<file path="src/rtl/lf_field_sched.sv">
// LF read sequencer: free-running carrier timebase, ON/OFF burst scheduler and decimated sample gate.
// Optional LF_SCHED_STATS_EN adds a saturating burst counter output (burst_cnt).
module lf_field_sched #(
    parameter int DEF_DIV = 95,
    parameter int PH_W    = 16,
    parameter int DEC_W   = 4
) (
    input  logic             pck0,
    input  logic             rst,
    input  logic             cfg_load,
    input  logic [7:0]       cfg_div,
    input  logic [PH_W-1:0]  cfg_on,
    input  logic [PH_W-1:0]  cfg_off,
    input  logic [DEC_W-1:0] cfg_decim,
    input  logic             start,
    input  logic             stop,
    output logic [7:0]       pck_cnt,
    output logic             pck_divclk,
    output logic             lf_field,
    output logic             sample_gate,
    output logic             period_end,
    output logic             busy
`ifdef LF_SCHED_STATS_EN
    ,
    output logic [15:0]      burst_cnt
`endif
);

    // state      | meaning
    // S_IDLE     | no schedule, field off; waits for start then first period boundary
    // S_ON       | carrier enabled, counting ON periods
    // S_OFF      | carrier gap, counting OFF periods
    // S_STOPPING | one settling period with field and gate off before IDLE
    typedef enum logic [1:0] {S_IDLE, S_ON, S_OFF, S_STOPPING} state_t;

    localparam logic [7:0] MIN_DIV   = 8'd15;
    localparam logic [7:0] RST_DIV   = (DEF_DIV < 15) ? MIN_DIV : 8'(DEF_DIV);
    localparam logic [PH_W-1:0] PH_ONE = PH_W'(1);

    state_t            state, state_nx;
    logic [PH_W-1:0]   phase_cnt, phase_nx;
    logic [DEC_W-1:0]  decim_cnt, decim_nx, decim_inc;
    logic              field_nx, gate_nx;
    logic              start_req, stop_req, start_ok, run_state;
    logic [7:0]        div_act, div_sh;
    logic [PH_W-1:0]   on_act, on_sh, off_act, off_sh;
    logic [DEC_W-1:0]  decim_act, decim_sh;
    logic              pend;

    assign period_end = (pck_cnt == div_act) && pck_divclk;
    assign busy       = (state != S_IDLE) || start_req;
    assign run_state  = (state == S_ON) || (state == S_OFF);
    assign start_ok   = start && !stop && !busy;

    always_comb begin
        state_nx  = state;
        phase_nx  = phase_cnt;
        decim_nx  = decim_cnt;
        field_nx  = lf_field;
        gate_nx   = sample_gate;
        decim_inc = (decim_cnt >= decim_act) ? '0 : decim_cnt + DEC_W'(1);
        if (period_end) begin
            case (state)
                S_IDLE: begin
                    if (start_req) begin
                        state_nx = S_ON;
                        phase_nx = '0;
                        decim_nx = '0;
                    end
                end
                S_ON: begin
                    if (stop_req) begin
                        state_nx = S_STOPPING;
                    end else begin
                        decim_nx = decim_inc;
                        if (phase_cnt >= on_act - PH_ONE) begin
                            phase_nx = '0;
                            if (off_act != '0) state_nx = S_OFF;
                        end else begin
                            phase_nx = phase_cnt + PH_ONE;
                        end
                    end
                end
                S_OFF: begin
                    if (stop_req) begin
                        state_nx = S_STOPPING;
                    end else begin
                        decim_nx = decim_inc;
                        if (phase_cnt >= off_act - PH_ONE) begin
                            phase_nx = '0;
                            state_nx = S_ON;
                        end else begin
                            phase_nx = phase_cnt + PH_ONE;
                        end
                    end
                end
                default: state_nx = S_IDLE;
            endcase
            // Outputs only move on a period boundary so bursts hold whole periods.
            field_nx = (state_nx == S_ON);
            gate_nx  = ((state_nx == S_ON) || (state_nx == S_OFF)) && (decim_nx == '0);
        end
    end

    always_ff @(posedge pck0) begin
        if (rst) begin
            pck_cnt     <= '0;
            pck_divclk  <= 1'b0;
            state       <= S_IDLE;
            phase_cnt   <= '0;
            decim_cnt   <= '0;
            lf_field    <= 1'b0;
            sample_gate <= 1'b0;
            start_req   <= 1'b0;
            stop_req    <= 1'b0;
            div_act     <= RST_DIV;
            div_sh      <= RST_DIV;
            on_act      <= PH_ONE;
            on_sh       <= PH_ONE;
            off_act     <= '0;
            off_sh      <= '0;
            decim_act   <= '0;
            decim_sh    <= '0;
            pend        <= 1'b0;
        end else begin
            if (pck_cnt == div_act) begin
                pck_cnt    <= '0;
                pck_divclk <= ~pck_divclk;
            end else begin
                pck_cnt <= pck_cnt + 8'd1;
            end

            state       <= state_nx;
            phase_cnt   <= phase_nx;
            decim_cnt   <= decim_nx;
            lf_field    <= field_nx;
            sample_gate <= gate_nx;

            if (start_ok)
                start_req <= 1'b1;
            else if (period_end && state == S_IDLE)
                start_req <= 1'b0;

            if (run_state) begin
                if (period_end && stop_req) stop_req <= 1'b0;
                else if (stop)              stop_req <= 1'b1;
            end else begin
                stop_req <= 1'b0;
            end

            // A load coinciding with a boundary lands in shadow and waits one more period.
            if (period_end && pend) begin
                div_act   <= div_sh;
                on_act    <= on_sh;
                off_act   <= off_sh;
                decim_act <= decim_sh;
            end
            if (cfg_load) begin
                div_sh   <= (cfg_div < MIN_DIV) ? MIN_DIV : cfg_div;
                on_sh    <= (cfg_on == '0) ? PH_ONE : cfg_on;
                off_sh   <= cfg_off;
                decim_sh <= cfg_decim;
                pend     <= 1'b1;
            end else if (period_end) begin
                pend <= 1'b0;
            end
        end
    end

`ifdef LF_SCHED_STATS_EN
    always_ff @(posedge pck0) begin
        if (rst)
            burst_cnt <= '0;
        else if (start_ok)
            burst_cnt <= '0;
        else if (state == S_ON && state_nx == S_OFF && burst_cnt != 16'hFFFF)
            burst_cnt <= burst_cnt + 16'd1;
    end
`endif

endmodule

</file>
<file path="config.mk">
export PLATFORM = sky130hd
export DESIGN_NAME = lf_field_sched
export DESIGN_NICKNAME = d
export VERILOG_FILES = /design/src/rtl/lf_field_sched.sv
export SDC_FILE = /design/constraint.sdc
export NUM_CORES = 1
export LEC_CHECK = 0
export ABC_AREA = 1
export BUFFER_PORTS_ARGS = -buffer_cell sky130_fd_sc_hd__buf_2
export CAP_MARGIN = 30
export CORE_ASPECT_RATIO = 1.25
export CORE_MARGIN = 4
export CORE_UTILIZATION = 55
export CTS_BUF_LIST = sky130_fd_sc_hd__clkbuf_4 sky130_fd_sc_hd__clkbuf_8
export CTS_CLUSTER_SIZE = 12
export DETAILED_ROUTE_END_ITERATION = 8
export HOLD_SLACK_MARGIN = 0.05
export PLACE_DENSITY = 0.73
export REMOVE_ABC_BUFFERS = 1
export SYNTH_ARGS = -nofsm -noshare
export SYNTH_HDL_FRONTEND = slang
export SYNTH_SLANG_ARGS = --single-unit
export TNS_END_PERCENT = 50
</file>
<file path="constraint.sdc">
create_clock -name pck0 -period 3.3 [get_ports pck0]
set_input_delay 0.66 -clock pck0 [delete_from_list [all_inputs] [get_ports pck0]]
set_output_delay 0.66 -clock pck0 [all_outputs]
set_load 0.02 [all_outputs]
</file>
==> results by group <==
Routing
  – Wire length after detailed routing: 13.79 mm
  – Antenna-violating nets left: 0
  – Average detailed-routed wire length per instance: 12.23 um
  – Via density per instance: 5.062
  – Iteration-0 DRC count of the detailed router: 210
  – DRC: 0
  – Number of vias after detailed routing: 5,710
  – 1st-pass router iterations: 4

Timing
  – Period Utilization, post-route: 100.1%
  – Number of pins with negative max-slew slack in the final report: 0
  – Minimum clock period after layout: 3.303 ns
  – Crit path setup slack, layout: -0.003134 ns
  – Transition time of the tightest slew-check pin: 0.6283 ns
  – Final setup fails: 1
  – Worst clock skew: 0.01521 ns
  – Hold_ws: 0.4359 ns
  – RSZ-0062 raised after global routing: true
  – Setup TNS: -0.003134 ns
  – Hold Vio Cnt, Final: 0
  – Max Freq: 302.7 MHz
  – Slew Limit Headroom: 58.12%

Critical path
  – Critical path start-end classification: register to register
  – Worst-path fanout max: 4
  – Critical Path Sink Type: register
  – Kind of cell adding the most delay to the critical path: simple AND/OR/NAND/NOR gates
  – Startpoint Class: register
  – Data required time of the critical path: 3.67 ns
  – Worst path bufs/invs: 3
  – CP max stage delay: 0.33 ns
  – Most frequent cell on the critical path: sky130_fd_sc_hd__nand2_1
  – Critical Path, Cell by Cell: inv_2, nand3_2, nor3_4, nand3_2, nor3_4, buf_4, nand2_1, xor2_1, ha_1, a21oi_1, o21ai_0, a21oi_2, nand4_1, nand2_1, nand3_1, nand2_1, inv_1, ha_1, nor2_1, nand4_1, a21oi_1
  – CP arrival: 3.68 ns
  – Cell with the largest stage delay on the worst path: sky130_fd_sc_hd__dfxtp_1

Final layout
  – Fillers: 1,095
  – Ratio of cells with drive above 1 in the final layout: 14.17%
  – Area of the multi-input gates: 3575 um2
  – Nets@finish: 1,049
  – Sequential cell area: 2484 um2
  – Layout overhead on the synthesized area: 12.86%
  – Number of antenna cells inserted: 0
  – Non-filler instance count after layout: 1,128
  – Commonest non-fill, non-tap cell in the layout: sky130_fd_sc_hd__nor2_1
  – Final cell area excluding filler cells: 7357 um2
  – Commonest non-fill, non-tap cells in the layout: sky130_fd_sc_hd__nor2_1 (152), sky130_fd_sc_hd__nand2_1 (150), sky130_fd_sc_hd__dfxtp_1 (123)

Die
  – Area of the core: 11,620 um2
  – Number of cell rows: 44
  – Die outline height: 129.7 um
  – Total Die Area: 13,670 um2
  – Initial core utilization: 56.12%
  – Die Span X: 105.4 um
  – Number of ports placed on the die boundary: 62

Pwr
  – Net switching fraction of the power: 27.24%
  – Highest ir drop seen on vdd: 0.0003374 V
  – Net switching power figure: 802.5 uW
  – Design internal power: 2143 uW
  – Register share of total power: 52.9%
  – Relative contribution of the clock network to total power: 41.8%
  – Comb power frac: 5.3%
  – Leakage power of the design: 0.003365 uW
  – Power per standard cell area: 400.4 nW/um2
  – Total power: 2946 uW

Synthesis
  – Number of enable flip-flop cells after synthesis: 0
  – Async set-or-reset flop fraction in the synthesized netlist: 0%
  – Part of the Yosys area used for sequential elements: 38.08%
  – Count of mapped cells out of synthesis: 896
  – Synthesized cell area: 6519 um2
  – Number of distinct library cell variants in the gate-level netlist after synthesis: 41
  – YS warnings: 0
  – Leading register cell type out of synthesis: sky130_fd_sc_hd__dfxtp_1
  – Average size of a mapped cell: 7.275 um2
  – Number of synthesized register bits: 124

Global route
  – Vias in the first global route: 5,256
  – Pin count of the biggest net entering global routing: 68
  – Wire length of the first global-routing pass: 23.74 mm
  – Remaining global-route overflow: 0
  – GR Util All Layers: 21.18%
  – Antenna violations before repair: 0

Clock tree
  – Latest clock arrival within the worst-skew pair: 0.45 ns
  – CTS tree: yes
  – Number of clock sinks: 124
  – CTS Buf Count: 17
  – Worst-case clock buffer depth: 2
  – Deepest level of the CTS H-tree: 4
  – Root Driver: sky130_fd_sc_hd__clkbuf_8
  – Clock-pin transition on the worst setup and hold timing paths: 0.08 ns

Placement
  – Number of buffer cells added on primary ports: 61
  – Placer congestion estimate: 0.9053
  – HPWL Detailed: 10.06 mm
  – Post-place instance area: 6933 um2
  – Cell count after placement: 1,095

Outcome
  – Violations in the final reports: setup timing
  – Status: finished, violations left

Flow run
  – Max cap viols: 0

Min path
  – Worst min path class: input port to register
[layout make-up]
cell class	count	area share, %
Inverter	89	4.541
Tap cell	161	2.738
Clock buffer	17	3.180
Sequential cell	124	33.76
Multi-Input combinational cell	650	48.59
Timing Repair Buffer	72	5.442
Clock inverter	15	1.752
[metrics by stage]
| stage | setup slack, ns | util, % |
|---|---|---|
| 4_1_cts | 0.03083 | 62.81 |
| 3_5_place_dp | 0.07371 | 59.68 |
| 5_1_grt | -0.2067 | 63.33 |
| 2_1_floorplan | 0.2943 | - |
| 3_3_place_gp | 0.1575 | 59.68 |
| 6_report | -0.003134 | 63.33 |
[cells by family (layout without fill, tap and decap cells)]
logic type / Yosys count / after routing / share of synthesized area, %
simple gates: 392 / 392 / 26.03
compound gates: 170 / 170 / 13.51
flops: 124 / 124 / 38.08
buf+inv: 122 / 193 / 7.888
fa+ha+maj: 46 / 46 / 8.829
xor+xnor: 41 / 41 / 5.509
mux: 1 / 1 / 0.1536
[path summary, 6_finish.rpt]
kind | start | to | slack (ns) | depth (start not counted)
min reg2reg | decim_sh[0] | decim_act[0] | 0.46 | 2
max | off_act[2] | sample_gate | -0.003 | 21
min | cfg_decim[1] | decim_sh[1] | 0.44 | 3
max reg2reg | off_act[2] | sample_gate | -0.003 | 21
[synth_stat cells (all sizes together) (13+ instances only)]
| master | count | share of area [%] |
|---|---|---|
| nand4 | 13 | 1.5 |
| nor2 | 156 | 9.3 |
| a21oi | 67 | 5.1 |
| nand2 | 155 | 9.2 |
| ha | 46 | 8.8 |
| xor2 | 31 | 4.2 |
| o21ai | 90 | 6.9 |
| nand3 | 36 | 2.8 |
| clkbuf | 23 | 1.3 |
| nor3 | 20 | 2.0 |
| dfxtp | 124 | 38 |
| inv | 88 | 5.1 |
[power by group through the flow]
stage | logic (uW) | clock network, uW | registers, uW
3_5_place_dp | 157 | 0 | 1590
3_3_place_gp | 155 | 0 | 1590
6_report | 157 | 1230 | 1560
4_1_cts | 159 | 1260 | 1560
5_1_grt | 182 | 1330 | 1560
2_1_floorplan | 81.4 | 0 | 1590
[worst reg2reg max path, stage by stage (launching register included)]
cell and delay [ns]:
sky130_fd_sc_hd__dfxtp_1 0.33, sky130_fd_sc_hd__inv_2 0.08, sky130_fd_sc_hd__nand3_2 0.12, sky130_fd_sc_hd__nor3_4 0.22, sky130_fd_sc_hd__nand3_2 0.14, sky130_fd_sc_hd__nor3_4 0.21
sky130_fd_sc_hd__buf_4 0.15, sky130_fd_sc_hd__nand2_1 0.05, sky130_fd_sc_hd__xor2_1 0.14, sky130_fd_sc_hd__ha_1 0.31, sky130_fd_sc_hd__a21oi_1 0.14, sky130_fd_sc_hd__o21ai_0 0.15
sky130_fd_sc_hd__a21oi_2 0.18, sky130_fd_sc_hd__nand4_1 0.10, sky130_fd_sc_hd__nand2_1 0.08, sky130_fd_sc_hd__nand3_1 0.08, sky130_fd_sc_hd__nand2_1 0.09, sky130_fd_sc_hd__inv_1 0.05
sky130_fd_sc_hd__ha_1 0.29, sky130_fd_sc_hd__nor2_1 0.11, sky130_fd_sc_hd__nand4_1 0.09, sky130_fd_sc_hd__a21oi_1 0.13
[routing by layer]
layer | vias to the layer above | wire length [um] | GRT usage, %
li1 | 3050 | - | -
met1 | 2551 | 6603 | 27.36
met2 | 89 | 6473 | 35.14
met3 | 20 | 439 | 4.057
met4 | 0 | 274 | 8.417
met5 | - | 0 | 0
[registers in the layout, summed over array words and instances (netlist names), 2 cells and up]
signal and cells:
div_sh 8, decim_cnt 4, off_sh 16, on_sh 16, state 2, decim_act 4
decim_sh 4, div_act 8, on_act 16, pck_cnt 8, off_act 16, phase_cnt 16
[repair_timing]
item                       CTS  global route
gates resized for setup      0            15
setup buffers                0             1
hold buffers                 0             0
setup endpoints to repair    0            17
Power figures use the tool's default switching activity.
